===== config.mk =====
export PLATFORM = sky130hd
export DESIGN_NAME = fetch_unit
export DESIGN_NICKNAME = d
export VERILOG_FILES = /design/src/rtl/fetch_pkg.sv /design/src/rtl/fetch_fifo.sv /design/src/rtl/fetch_unit.sv
export SDC_FILE = /design/constraint.sdc
export NUM_CORES = 1
export LEC_CHECK = 0
export CAP_MARGIN = 25
export CORE_ASPECT_RATIO = 1.4
export CORE_UTILIZATION = 40
export CTS_BUF_LIST = sky130_fd_sc_hd__clkbuf_8
export CTS_CLUSTER_DIAMETER = 60
export DETAILED_ROUTE_END_ITERATION = 8
export GPL_TIMING_DRIVEN = 1
export PLACE_DENSITY_LB_ADDON = 0.12
export SLEW_MARGIN = 20
export SYNTH_ARGS = -nofsm -noshare
export SYNTH_HDL_FRONTEND = slang
export SYNTH_SLANG_ARGS = --single-unit

===== constraint.sdc =====
create_clock -name clk -period 3.42 [get_ports clk]
set_input_delay 0.342 -clock clk [delete_from_list [all_inputs] [get_ports clk]]
set_output_delay 0.342 -clock clk [all_outputs]
set_load 0.01 [all_outputs]

===== src/rtl/fetch_pkg.sv =====
// Shared constants and FSM state type for the instruction fetch unit.
package fetch_pkg;
  localparam int XLEN_DEF   = 32;
  localparam int INST_W     = 32;
  localparam int INST_BYTES = 4;

  typedef enum logic [1:0] {
    RUN   = 2'd0,
    DRAIN = 2'd1,
    HALT  = 2'd2
  } state_e;
endpackage


===== src/rtl/fetch_fifo.sv =====
// Fetch queue: power-of-two circular buffer with synchronous flush.
// Push into a full queue is accepted only when a pop frees a slot in the same cycle.
module fetch_fifo #(
  parameter int WIDTH = 64,
  parameter int DEPTH = 4
) (
  input  logic                     clk,
  input  logic                     reset,
  input  logic                     flush,
  input  logic                     push,
  input  logic [WIDTH-1:0]         push_data,
  input  logic                     pop,
  output logic [WIDTH-1:0]         head,
  output logic                     empty,
  output logic [$clog2(DEPTH):0]   count
);
  localparam int AW = $clog2(DEPTH);
  localparam int CW = AW + 1;

  logic [WIDTH-1:0] mem [DEPTH];
  logic [AW-1:0]    wr_ptr;
  logic [AW-1:0]    rd_ptr;
  logic             full;
  logic             do_push;
  logic             do_pop;

  assign empty   = (count == '0);
  assign full    = (count == CW'(DEPTH));
  assign do_pop  = pop && !empty;
  assign do_push = push && (!full || do_pop);
  assign head    = mem[rd_ptr];

  // Storage write.
  always_ff @(posedge clk) begin
    if (do_push) begin
      mem[wr_ptr] <= push_data;
    end
  end

  // Pointers and occupancy; flush empties the queue in one cycle.
  always_ff @(posedge clk) begin
    if (reset || flush) begin
      wr_ptr <= '0;
      rd_ptr <= '0;
      count  <= '0;
    end else begin
      if (do_push) begin
        wr_ptr <= wr_ptr + AW'(1);
      end
      if (do_pop) begin
        rd_ptr <= rd_ptr + AW'(1);
      end
      count <= count + CW'(do_push) - CW'(do_pop);
    end
  end
endmodule


===== src/rtl/fetch_unit.sv =====
// Credit-based instruction fetch unit with redirect/drain handling.
// Optional macro FETCH_MISALIGN_CHK_EN: misaligned redirect raises a fault and halts fetch.
module fetch_unit
  import fetch_pkg::*;
#(
  parameter int             XLEN      = XLEN_DEF,
  parameter logic [XLEN-1:0] RESET_VEC = 32'h0000_0000,
  parameter int             DEPTH     = 4
) (
  input  logic              clk,
  input  logic              reset,
  output logic              imem_req_valid,
  input  logic              imem_req_ready,
  output logic [XLEN-1:0]   imem_req_addr,
  input  logic              imem_rsp_valid,
  input  logic [INST_W-1:0] imem_rsp_data,
  input  logic              redirect_valid,
  input  logic [XLEN-1:0]   redirect_target,
  output logic              inst_valid,
  input  logic              inst_ready,
  output logic [INST_W-1:0] inst_data,
  output logic [XLEN-1:0]   inst_pc,
  output logic              fault_valid,
  output logic [XLEN-1:0]   fault_addr
);
  localparam int CW = $clog2(DEPTH) + 1;
  localparam int SW = CW + 1;
  localparam int QW = XLEN + INST_W;

  state_e          state;
  state_e          state_nxt;
  logic [XLEN-1:0] pc;
  logic [XLEN-1:0] pc_nxt;
  logic [CW-1:0]   inflight;
  logic [CW-1:0]   inflight_nxt;
  logic [CW-1:0]   drop_cnt;
  logic [CW-1:0]   drop_nxt;
  logic [CW-1:0]   q_count;
  logic [QW-1:0]   q_head;
  logic            q_empty;
  logic            accept;
  logic            push;
  logic            flush;
  logic [XLEN-1:0] rsp_pc;

  assign imem_req_addr  = pc;
  assign imem_req_valid = !reset && (state == RUN) &&
                          (({1'b0, inflight} + {1'b0, q_count}) < SW'(DEPTH));
  assign accept         = imem_req_valid && imem_req_ready;
  // In RUN nothing outstanding is being dropped, so the oldest response belongs to pc - 4*inflight.
  assign rsp_pc         = pc - (XLEN'(inflight) * XLEN'(INST_BYTES));

  assign inst_valid = !q_empty;
  assign inst_pc    = q_head[QW-1:INST_W];
  assign inst_data  = q_head[INST_W-1:0];

`ifdef FETCH_MISALIGN_CHK_EN
  logic fault_set;
`endif

  // Next-state, PC, credit and drop accounting.
  always_comb begin
    state_nxt    = state;
    pc_nxt       = pc;
    drop_nxt     = drop_cnt;
    push         = 1'b0;
    flush        = 1'b0;
`ifdef FETCH_MISALIGN_CHK_EN
    fault_set    = 1'b0;
`endif
    inflight_nxt = inflight + CW'(accept) - CW'(imem_rsp_valid);
    if (accept) begin
      pc_nxt = pc + XLEN'(INST_BYTES);
    end else begin
      pc_nxt = pc;
    end
    case (state)
      RUN:   push = imem_rsp_valid;
      DRAIN: begin
        if (imem_rsp_valid && (drop_cnt != '0)) begin
          drop_nxt = drop_cnt - CW'(1);
          if (drop_cnt == CW'(1)) begin
            state_nxt = RUN;
          end else begin
            state_nxt = DRAIN;
          end
        end else begin
          drop_nxt = drop_cnt;
        end
      end
      HALT:    push = 1'b0;
      default: state_nxt = RUN;
    endcase
    // Redirect overrides everything above: the accepted request and any same-cycle response are dropped.
    if (redirect_valid && (state != HALT)) begin
      flush = 1'b1;
      push  = 1'b0;
`ifdef FETCH_MISALIGN_CHK_EN
      if (redirect_target[1:0] != 2'b00) begin
        fault_set = 1'b1;
        pc_nxt    = redirect_target;
        drop_nxt  = '0;
        state_nxt = HALT;
      end else begin
        pc_nxt    = redirect_target;
        drop_nxt  = inflight_nxt;
        state_nxt = (inflight_nxt != '0) ? DRAIN : RUN;
      end
`else
      pc_nxt    = redirect_target & ~XLEN'(2'b11);
      drop_nxt  = inflight_nxt;
      state_nxt = (inflight_nxt != '0) ? DRAIN : RUN;
`endif
    end else begin
      flush = 1'b0;
    end
  end

  // State, PC and counter registers.
  always_ff @(posedge clk) begin
    if (reset) begin
      state    <= RUN;
      pc       <= RESET_VEC;
      inflight <= '0;
      drop_cnt <= '0;
    end else begin
      state    <= state_nxt;
      pc       <= pc_nxt;
      inflight <= inflight_nxt;
      drop_cnt <= drop_nxt;
    end
  end

`ifdef FETCH_MISALIGN_CHK_EN
  // Sticky fault record, cleared only by reset.
  always_ff @(posedge clk) begin
    if (reset) begin
      fault_valid <= 1'b0;
      fault_addr  <= '0;
    end else if (fault_set) begin
      fault_valid <= 1'b1;
      fault_addr  <= redirect_target;
    end else begin
      fault_valid <= fault_valid;
      fault_addr  <= fault_addr;
    end
  end
`else
  assign fault_valid = 1'b0;
  assign fault_addr  = '0;
`endif

  fetch_fifo #(
    .WIDTH (QW),
    .DEPTH (DEPTH)
  ) u_fifo (
    .clk       (clk),
    .reset     (reset),
    .flush     (flush),
    .push      (push),
    .push_data ({rsp_pc, imem_rsp_data}),
    .pop       (inst_valid && inst_ready),
    .head      (q_head),
    .empty     (q_empty),
    .count     (q_count)
  );
endmodule


## After elaboration in Yosys (flattened, before gate mapping)

Memories as Yosys holds them, arrays and structs flattened. A register that Yosys moved wholly into a read port is not among the register bits.
Cells that the tools add are included.

| word-level totals | value |
|---|---|
| flip-flop bits (word level) | 47 |
| bits in writable memories | 256 |
| input port bits | 70 |
| output and inout bits | 131 |
| logic and storage cells | 68 |
| memories | 1 |

Memories:

| memory | words | bits a word | rd ports | clocked after memory_dff | wr ports | RTL line | source |
|---|---|---|---|---|---|---|---|
| u_fifo.mem | 4 | 64 | 1 | 1 | 1 | fetch_fifo.sv:20 | `logic [WIDTH-1:0] mem [DEPTH];` |

| cells by class | value |
|---|---|
| add/subtract/negate cells | 10 |
| magnitude comparators | 1 |
| eq/ne operators | 7 |
| muxes and demuxes | 17 |
| reduce and logical (&&, ||, !) cells | 24 |

Operators by type and width:

| cell | count |
|---|---|
| 32-bit 2-to-1 mux | 2 |
| 32-bit by 3-bit adder with 32-bit output, second input constant | 1 |
| 32-bit by 5-bit subtractor with 32-bit output | 1 |
| 3-bit 2-to-1 mux | 3 |
| 1-bit logical AND | 8 |
| 2-bit 2-to-1 mux | 4 |
| 1-bit 2-to-1 mux | 7 |
| 3-bit by 1-bit adder with 3-bit output | 2 |
| 2-bit nonzero test | 3 |
| 3-bit nonzero test | 2 |
| 3-bit by 1-bit subtractor with 3-bit output | 2 |
| 2-bit by 1-bit adder with 2-bit output, second input constant | 2 |
| 3-bit by 3-bit adder with 4-bit output | 1 |
| 4-bit by 3-bit less-than comparator with 1-bit output, second input constant | 1 |
| 2-bit case mux with 2 select lines | 1 |
| 2-bit AND reduction | 2 |
| 2-bit OR reduction | 2 |
| 3-bit by 1-bit equality test with 1-bit output, second input constant | 1 |
| 3-bit equality test, second input constant | 1 |
| 1-bit zero test | 3 |
| 3-bit zero test | 1 |
| 3-bit inequality test, second input constant | 1 |
| 3-bit by 1-bit subtractor with 3-bit output, second input constant | 1 |
| 2-bit by 1-bit equality test with 1-bit output, second input constant | 1 |
| 5 further kinds | 6 |

## Logic depth before layout (Yosys ltp)

Gate-level depths: netlist of the first run.

| depth | value |
|---|---|
| depth after elaboration | 9 |
| gate-level depth with buffers | 10 |
| depth with buffers taken out | 10 |

## Cells and area by module

From an unflattened synthesis of the first run, not the netlist that was laid out.

| second synthesis, totals | value |
|---|---|
| cell total of the unflattened synthesis | 790 |
| area total of the unflattened synthesis | 12827.3 sq um |

By module, submodules not included:

| module | instances | cells each | area an instance (sq um) | sequential area each (sq um) |
|---|---|---|---|---|
| fetch_fifo | 1 | 383 | 9679.3 | 7867.5 |
| fetch_unit | 1 | 407 | 3148.0 | 740.7 |

## Worst setup path before layout of the first run

No wires, ideal clock.

| timing path | value |
|---|---|
| kind | register to register |
| from | register u_fifo.count[1] |
| to | memory u_fifo.mem[1][0] (enable) |
| setup time | 0.426 ns |
| data arrival time | 2.498 ns |
| required time | 2.994 ns |
| setup slack | 0.495 ns |
| stages on the path, launching flop included | 4 |
| buffers on the path | 0 |
| period minus slack after synthesis | 2.925 ns |
| path through | dfxtp_1 -> nor4b_1 -> nor4b_2 -> and2_1 |

| between the ends | value |
|---|---|
| cells in the longest elaborated chain, start to end | 8 |
| elaborated cells between the ends (all ways) | 10 |
| those cells by class | eq/ne (1); mux (2); reduce/logical (7) |

Ends and longest elaborated chain:

| what | RTL line | source |
|---|---|---|
| from (decl) | fetch_fifo.sv:15 | `output logic [$clog2(DEPTH):0] count` |
| from (signal assigned) | fetch_fifo.sv:53 | `count <= count + CW'(do_push) - CW'(do_pop);` |
| 3-bit zero test | fetch_fifo.sv:27 | `assign empty = (count == '0);` |
| 1-bit zero test | fetch_fifo.sv:29, fetch_unit.sv:53 |  |
| 1-bit logical AND | fetch_unit.sv:162 | `.pop (inst_valid && inst_ready),` |
| 1-bit logical AND | fetch_fifo.sv:29 | `assign do_pop = pop && !empty;` |
| 1-bit logical OR (*) | fetch_fifo.sv:30 | `assign do_push = push && (!full \|\| do_pop);` |
| 1-bit logical AND (*) | fetch_fifo.sv:30 |  |
| named net u_fifo.do_push | fetch_fifo.sv:24 | `logic do_push;` |
| 1-bit 2-to-1 mux (*) | fetch_fifo.sv:35 | `if (do_push) begin` |
| 1-bit 2-to-1 mux (implied by the code) (*) | fetch_fifo.sv:36 | `mem[wr_ptr] <= push_data;` |
| to (decl) | fetch_fifo.sv:20 |  |

The timed path passes the listed nets; every way through them passes the cells marked *.

==> results of run 1 <==
## metrics by stage
step / util (%) / hold slack (ns) / setup slack [ns] / area [um2]
final: 50.6 / 0.350 / 0.458 / 15300
after global routing: 50.6 / 0.345 / 0.294 / 15300
after CTS: 50.6 / 0.317 / 0.349 / 15300
after detailed placement: 47.6 / 0.513 / 0.605 / 14400
after global placement: 47.6 / 0.504 / 0.631 / 14400
after floorplan: - / 0.441 / 0.495 / 12500
## per-layer routing
layer	GRT usage, %	vias up
met5	0	-
met4	5.85	0
met3	3.48	33
met2	30.5	218
met1	20.5	3468
li1	-	3229
## critical path, delay by kind of cell (launching register included)
family / cells / cell delay (ns)
buffers and inverters: 2 / 0.87
multiplexers: 1 / 0.61
flip-flops: 1 / 0.58
## flip-flops by register name (all words and copies together) (netlist names), named ones only
register       cells
u_fifo.rd_ptr      2
u_fifo.mem       248
drop_cnt           3
state              1
u_fifo.count       3
u_fifo.wr_ptr      2
imem_req_addr     30
inflight           3
## logic make-up after synthesis
family                     count (synthesis)
DFF                                      294
and+or+nand+nor                          170
buffers and inverters                    105
muxes                                     64
xor gates and xnor gates                  55
AOI/OAI and AO/OA                         52
adders and majority gates                 20
other                                      1
## power by group through the flow
| stage | clock (mW) | sequential (mW) | combinational, mW |
|---|---|---|---|
| floorplan | 0 | 4.23 | 0.603 |
| global placement | 0 | 4.26 | 1.02 |
| detailed placement | 0 | 4.26 | 1.02 |
| CTS | 2.99 | 4.19 | 1.03 |
| global route | 3.13 | 4.20 | 1.11 |
| finish | 2.88 | 4.19 | 1.01 |
## final timing paths
kind	startpoint	end	slack [ns]	cells after the start
max	flop	inst_pc[13]	0.46	3
min	redirect_target[2]	imem_req_addr[2]$_SDFFE_PP0P_	0.35	3
max reg2reg	imem_req_addr[11]$_SDFFE_PP0P_	u_fifo.mem[1][53]$_DFFE_PP_	0.77	5
min reg2reg	u_fifo.rd_ptr[1]$_SDFFE_PP0P_	u_fifo.rd_ptr[1]$_SDFFE_PP0P_	0.53	2
## cells in the final DEF, fill, tap and decap left out, types with 12 or more instances in the layout
| cell | n |
|---|---|
| a211oi_1 | 20 |
| buf_4 | 13 |
| clkbuf_8 | 46 |
| clkdlybuf4s50_1 | 161 |
| conb_1 | 37 |
| dfxtp_1 | 44 |
| edfxtp_1 | 248 |
| ha_1 | 17 |
| inv_1 | 40 |
| mux4_2 | 62 |
| nand2_1 | 32 |
| nor2_1 | 45 |
| nor4_1 | 19 |
| or3_1 | 12 |
| xnor2_1 | 44 |
## cell type report
class	instances	area, um2
Timing Repair Buffer	181	1850
Sequential cell	294	8380
Tap cell	385	482
Fill cell	2628	14900
Clock buffer	46	633
Multi-Input combinational cell	398	3580
Clock inverter	36	258
Inverter	28	105
==> flow_metrics.env, run 1 <==
export IMPL_synth_seq_cells=294
export IMPL_hold_viol=0
export IMPL_htreeDepth=2
export IMPL_yosys_top_cells_count="edfxtp_1, mux4_2, dfxtp_1"
export IMPL_port_buffer_count=161
export IMPL_yosys_area_share_xor_xnor_pct=3.90
export IMPL_skew_ns=0.0244
export IMPL_grt_pass1_vias=7249
export IMPL_clkPwrFrac_pct=35.7
export IMPL_p_int_mw=6.14
export IMPL_power_frac_comb_pct=12.5
export IMPL_grt_max_degree=63
export IMPL_p_leak_nw=5.06
export IMPL_cts_tree="done"
export IMPL_drv_cap=0
export IMPL_worstHoldPathType="primary input to flop"
export IMPL_synth_avg_cell_area_um2=16.2
export IMPL_slew_viol_final=0
export IMPL_coreArea_um2=30200
export IMPL_dp_hpwl_um=17200
export IMPL_synth_adder_area_share_pct=2.21
export IMPL_slowest_delay_ns=0.61
export IMPL_worstPathMaxFanout=17
export IMPL_synth_top_cells_by_area="edfxtp_1, mux4_2, dfxtp_1"
export IMPL_grtUsageTotal_pct=17.2
export IMPL_slew_headroom_pct=59.6
export IMPL_grt_first_pass_wirelength_um=40500
export IMPL_top_layer_used="met4"
export IMPL_rsz0062_at_grt="no"
export IMPL_path_cells="buf_4 -> mux4_2 -> clkdlybuf4s50_1"
export IMPL_min_period_ns=2.96
export IMPL_cts_hold_buf=0
export IMPL_die_w_um=151
export IMPL_critPathArrivalTime_ns=2.62
export IMPL_routed_via_density=5.08
export IMPL_overflow=0
export IMPL_final_cells=1368
export IMPL_synthMuxAreaShare_pct=11.5
export IMPL_drive_gt1_share_pct=15.4
export IMPL_ys_seq_area_share_pct=67.7
export IMPL_ant_nets=0
export IMPL_netlist_area_leader_share_pct=60.3
export IMPL_critPathLaunchType="flop"
export IMPL_drc_errors=0
export IMPL_synth_top_area_cell="edfxtp_1"
export IMPL_drt_total_wl_um=26400
export IMPL_sw_frac_of_total_pct=23.9
export IMPL_outcome="completed"
export IMPL_worst_pin_slew_ns=0.600
export IMPL_endpoint_kind="output pin"
export IMPL_clk_latency_ns=0.56
export IMPL_post_cts_buffers=0
export IMPL_yosysMostFrequentCell="edfxtp_1"
export IMPL_path_clk_slew_ns=0.07
export IMPL_fmax_mhz=338
export IMPL_routed_wl_met2_um=13900
export IMPL_min_period_over_period_pct=86.6
export IMPL_met1Wirelength_um=10700
export IMPL_detail_route_wl_per_cell_um=19.3
export IMPL_setup_viol=0
export IMPL_dp_cells=1286
export IMPL_cts_num_sinks=294
export IMPL_pwr_share_seq_pct=51.9
export IMPL_die_y_um=210
export IMPL_gp_congestion=0.764
export IMPL_synthSimpleGateAreaFrac_pct=7.29
export IMPL_crit_required_ns=3.08
export IMPL_critPathSlowestCell="mux4_2"
export IMPL_rows=75
export IMPL_cts_made_buffers=45
export IMPL_synth_area_um2=12400
export IMPL_vdd_ir_drop_max_mv=0.323
export IMPL_start_util_pct=40.9
export IMPL_powerDensity_nw_per_um2=528
export IMPL_nets=1038
export IMPL_cts_resized=0
export IMPL_synth_compound_area_share_pct=2.95
export IMPL_synthFlopType="edfxtp_1"
export IMPL_async_flop_share_pct=0
export IMPL_synth_edf_count=248
export IMPL_die_area_um2=31600
export IMPL_dr_pass1_iters=4
export IMPL_path_class="flop to output pin"
export IMPL_setup_tns_ns=0
export IMPL_cts_buffer_depth=3
export IMPL_p_total_mw=8.07
export IMPL_diodes=0
export IMPL_root_buffer="clkbuf_8"
export IMPL_io_pins=201
export IMPL_wl_met3_um=1370
export IMPL_p_switching_mw=1.93
export IMPL_synth_top_family_by_area="multiplexers"
export IMPL_areaGrowthSynthToFinish_pct=23.7
export IMPL_synthCells=761
export IMPL_drtIter0Drc=272
export IMPL_yosysWarnings=0
export IMPL_num_vias=6948
export IMPL_ys_types=46
export IMPL_antenna_found_initial=0
No activity file was read; power rests on OpenSTA's default activity.
==> run 2, diff against run 1 <==
CORE_MARGIN = 2   (was not set)
TNS_END_PERCENT = 5   (was not set)
==> run 2 against run 1 <==
Fmax increased by 7.2%. Sequential share of layout area is 0.29 points lower. Sequential cell count did not move. Sequential power about the same. Die area up 2.3%. Power grew 0.75%. Register-to-register slack got worse by 0.03 ns. Final cell count rose by 0.95%. Largest cell class unchanged. Highest routed layer unchanged.
==> flow_metrics.env, run 2 (synthesized netlist as in run 1, its figures left out) <==
export IMPL_outcome="completed"
export IMPL_vdd_ir_drop_max_mv=0.219
export IMPL_largest_register_ffs=248
export IMPL_utilization_pct=50.2
export IMPL_grt_first_pass_wirelength_um=41400
export IMPL_detail_route_wl_per_cell_um=19.4
export IMPL_skew_ns=0.0173
export IMPL_path_class="flop to output pin"
export IMPL_p_total_mw=8.13
export IMPL_setup_viol=0
export IMPL_rsz0062_at_grt="no"
export IMPL_slowest_delay_ns=0.56
export IMPL_areaGrowthSynthToFinish_pct=24.4
export IMPL_antenna_found_initial=0
export IMPL_path_clk_slew_ns=0.06
export IMPL_drive_gt1_share_pct=15.7
export IMPL_hp_start="redirect_target[2]"
export IMPL_min_period_ns=2.76
export IMPL_cts_num_sinks=294
export IMPL_routed_via_density=5.04
export IMPL_dr_pass1_iters=4
export IMPL_path_cells="buf_4 -> mux4_2 -> clkdlybuf4s50_1"
export IMPL_start_util_pct=40.3
export IMPL_post_cts_buffers=0
export IMPL_dp_cells=1297
export IMPL_r2r_start="imem_req_addr[12]$_SDFFE_PP0P_"
export IMPL_cts_hold_buf=0
export IMPL_fmax_mhz=362
export IMPL_critPathArrivalTime_ns=2.42
export IMPL_registers_top_by_ff_count="u_fifo.mem"
export IMPL_place_ws_ns=0.554
export IMPL_endpoint_kind="output pin"
export IMPL_dp_hpwl_um=17000
export IMPL_worst_slack_ns=0.657
export IMPL_mostFrequentLayoutCells="edfxtp_1, clkdlybuf4s50_1, mux4_2"
export IMPL_die_area_um2=32300
export IMPL_drtIter0Drc=240
export IMPL_min_period_over_period_pct=80.8
export IMPL_drc_errors=0
export IMPL_rows=76
export IMPL_ant_nets=0
export IMPL_cts_resized=0
export IMPL_powerDensity_nw_per_um2=529
export IMPL_die_y_um=212
export IMPL_grtUsageTotal_pct=16.6
export IMPL_diodes=0
export IMPL_slew_viol_final=0
export IMPL_grt_max_degree=63
export IMPL_final_cells=1381
export IMPL_critPathSlowestCell="mux4_2"
export IMPL_io_pins=201
export IMPL_layout_commonest_cell="edfxtp_1"
export IMPL_cts_made_buffers=45
export IMPL_cts_tree="done"
export IMPL_htreeDepth=2
export IMPL_die_w_um=153
export IMPL_drt_total_wl_um=26800
export IMPL_crit_required_ns=3.08
export IMPL_coreArea_um2=30600
export IMPL_cts_buffer_depth=3
export IMPL_grt_pass1_vias=7267
export IMPL_port_buffer_count=161
export IMPL_worstPathMaxFanout=15
export IMPL_gp_congestion=0.800
export IMPL_worstHoldPathType="primary input to flop"
export IMPL_slew_headroom_pct=56.9
export IMPL_clk_latency_ns=0.57
export IMPL_critPathLaunchType="flop"
export IMPL_fillers=2686
export IMPL_worst_pin_slew_ns=0.640
export IMPL_setup_tns_ns=0
export IMPL_drv_cap=0
export IMPL_root_buffer="clkbuf_8"
export IMPL_overflow=0
export IMPL_nets=1044
export IMPL_num_vias=6957
export IMPL_hold_viol=0
export IMPL_p_leak_nw=5.13
## run 2: changes by cell type in the layout (fill, tap and decap cells not counted), sizes merged
cell / change
buf: +6
clkbuf: +2
clkinv: -6
inv: +6
## run 2: layout make-up
class	instances	area, um2	area share (%)
clock buffers	48	661	4.30
multi-input cells	398	3580	23.3
repair buffers	187	1910	12.4
flip-flops and latches	294	8370	54.5
clock inverters	36	250	1.63
inverters	28	105	0.684
well taps	390	488	3.18
## run 2: worst max-delay path: cells and delay by family (launching register included)
kind / cells / cell delay [ns]
flops: 1 / 0.46
mux: 1 / 0.56
buf+inv: 2 / 0.84
## run 2: worst paths after layout
| kind | cells past startpoint | endpoint | slack [ns] |
|---|---|---|---|
| min | 3 | imem_req_addr[2]$_SDFFE_PP0P_ | 0.33 |
| max reg2reg | 5 | u_fifo.mem[3][63]$_DFFE_PP_ | 0.74 |
| max | 3 | inst_data[1] | 0.66 |
| min reg2reg | 2 | flop | 0.54 |
## run 2: stage by stage
stage	hold WS [ns]	area (um2)
floorplan	0.441	12500
global placement	0.514	14500
detailed placement	0.533	14500
CTS	0.291	15400
global route	0.311	15400
finish	0.329	15400
## run 2: per-layer routing
metal / vias to the layer above / routed length, um / global-route usage (%)
met5: - / 0 / 0
met4: 0 / 688 / 5.78
met3: 48 / 1370 / 3.30
met2: 224 / 13500 / 29.1
met1: 3437 / 11200 / 20.7
li1: 3248 / - / -
## run 2: report_power, final
part	internal, mW	total [mW]	switching [mW]
registers	4.08	4.17	0.0915
logic	0.502	1.03	0.526
clock network	1.60	2.93	1.33
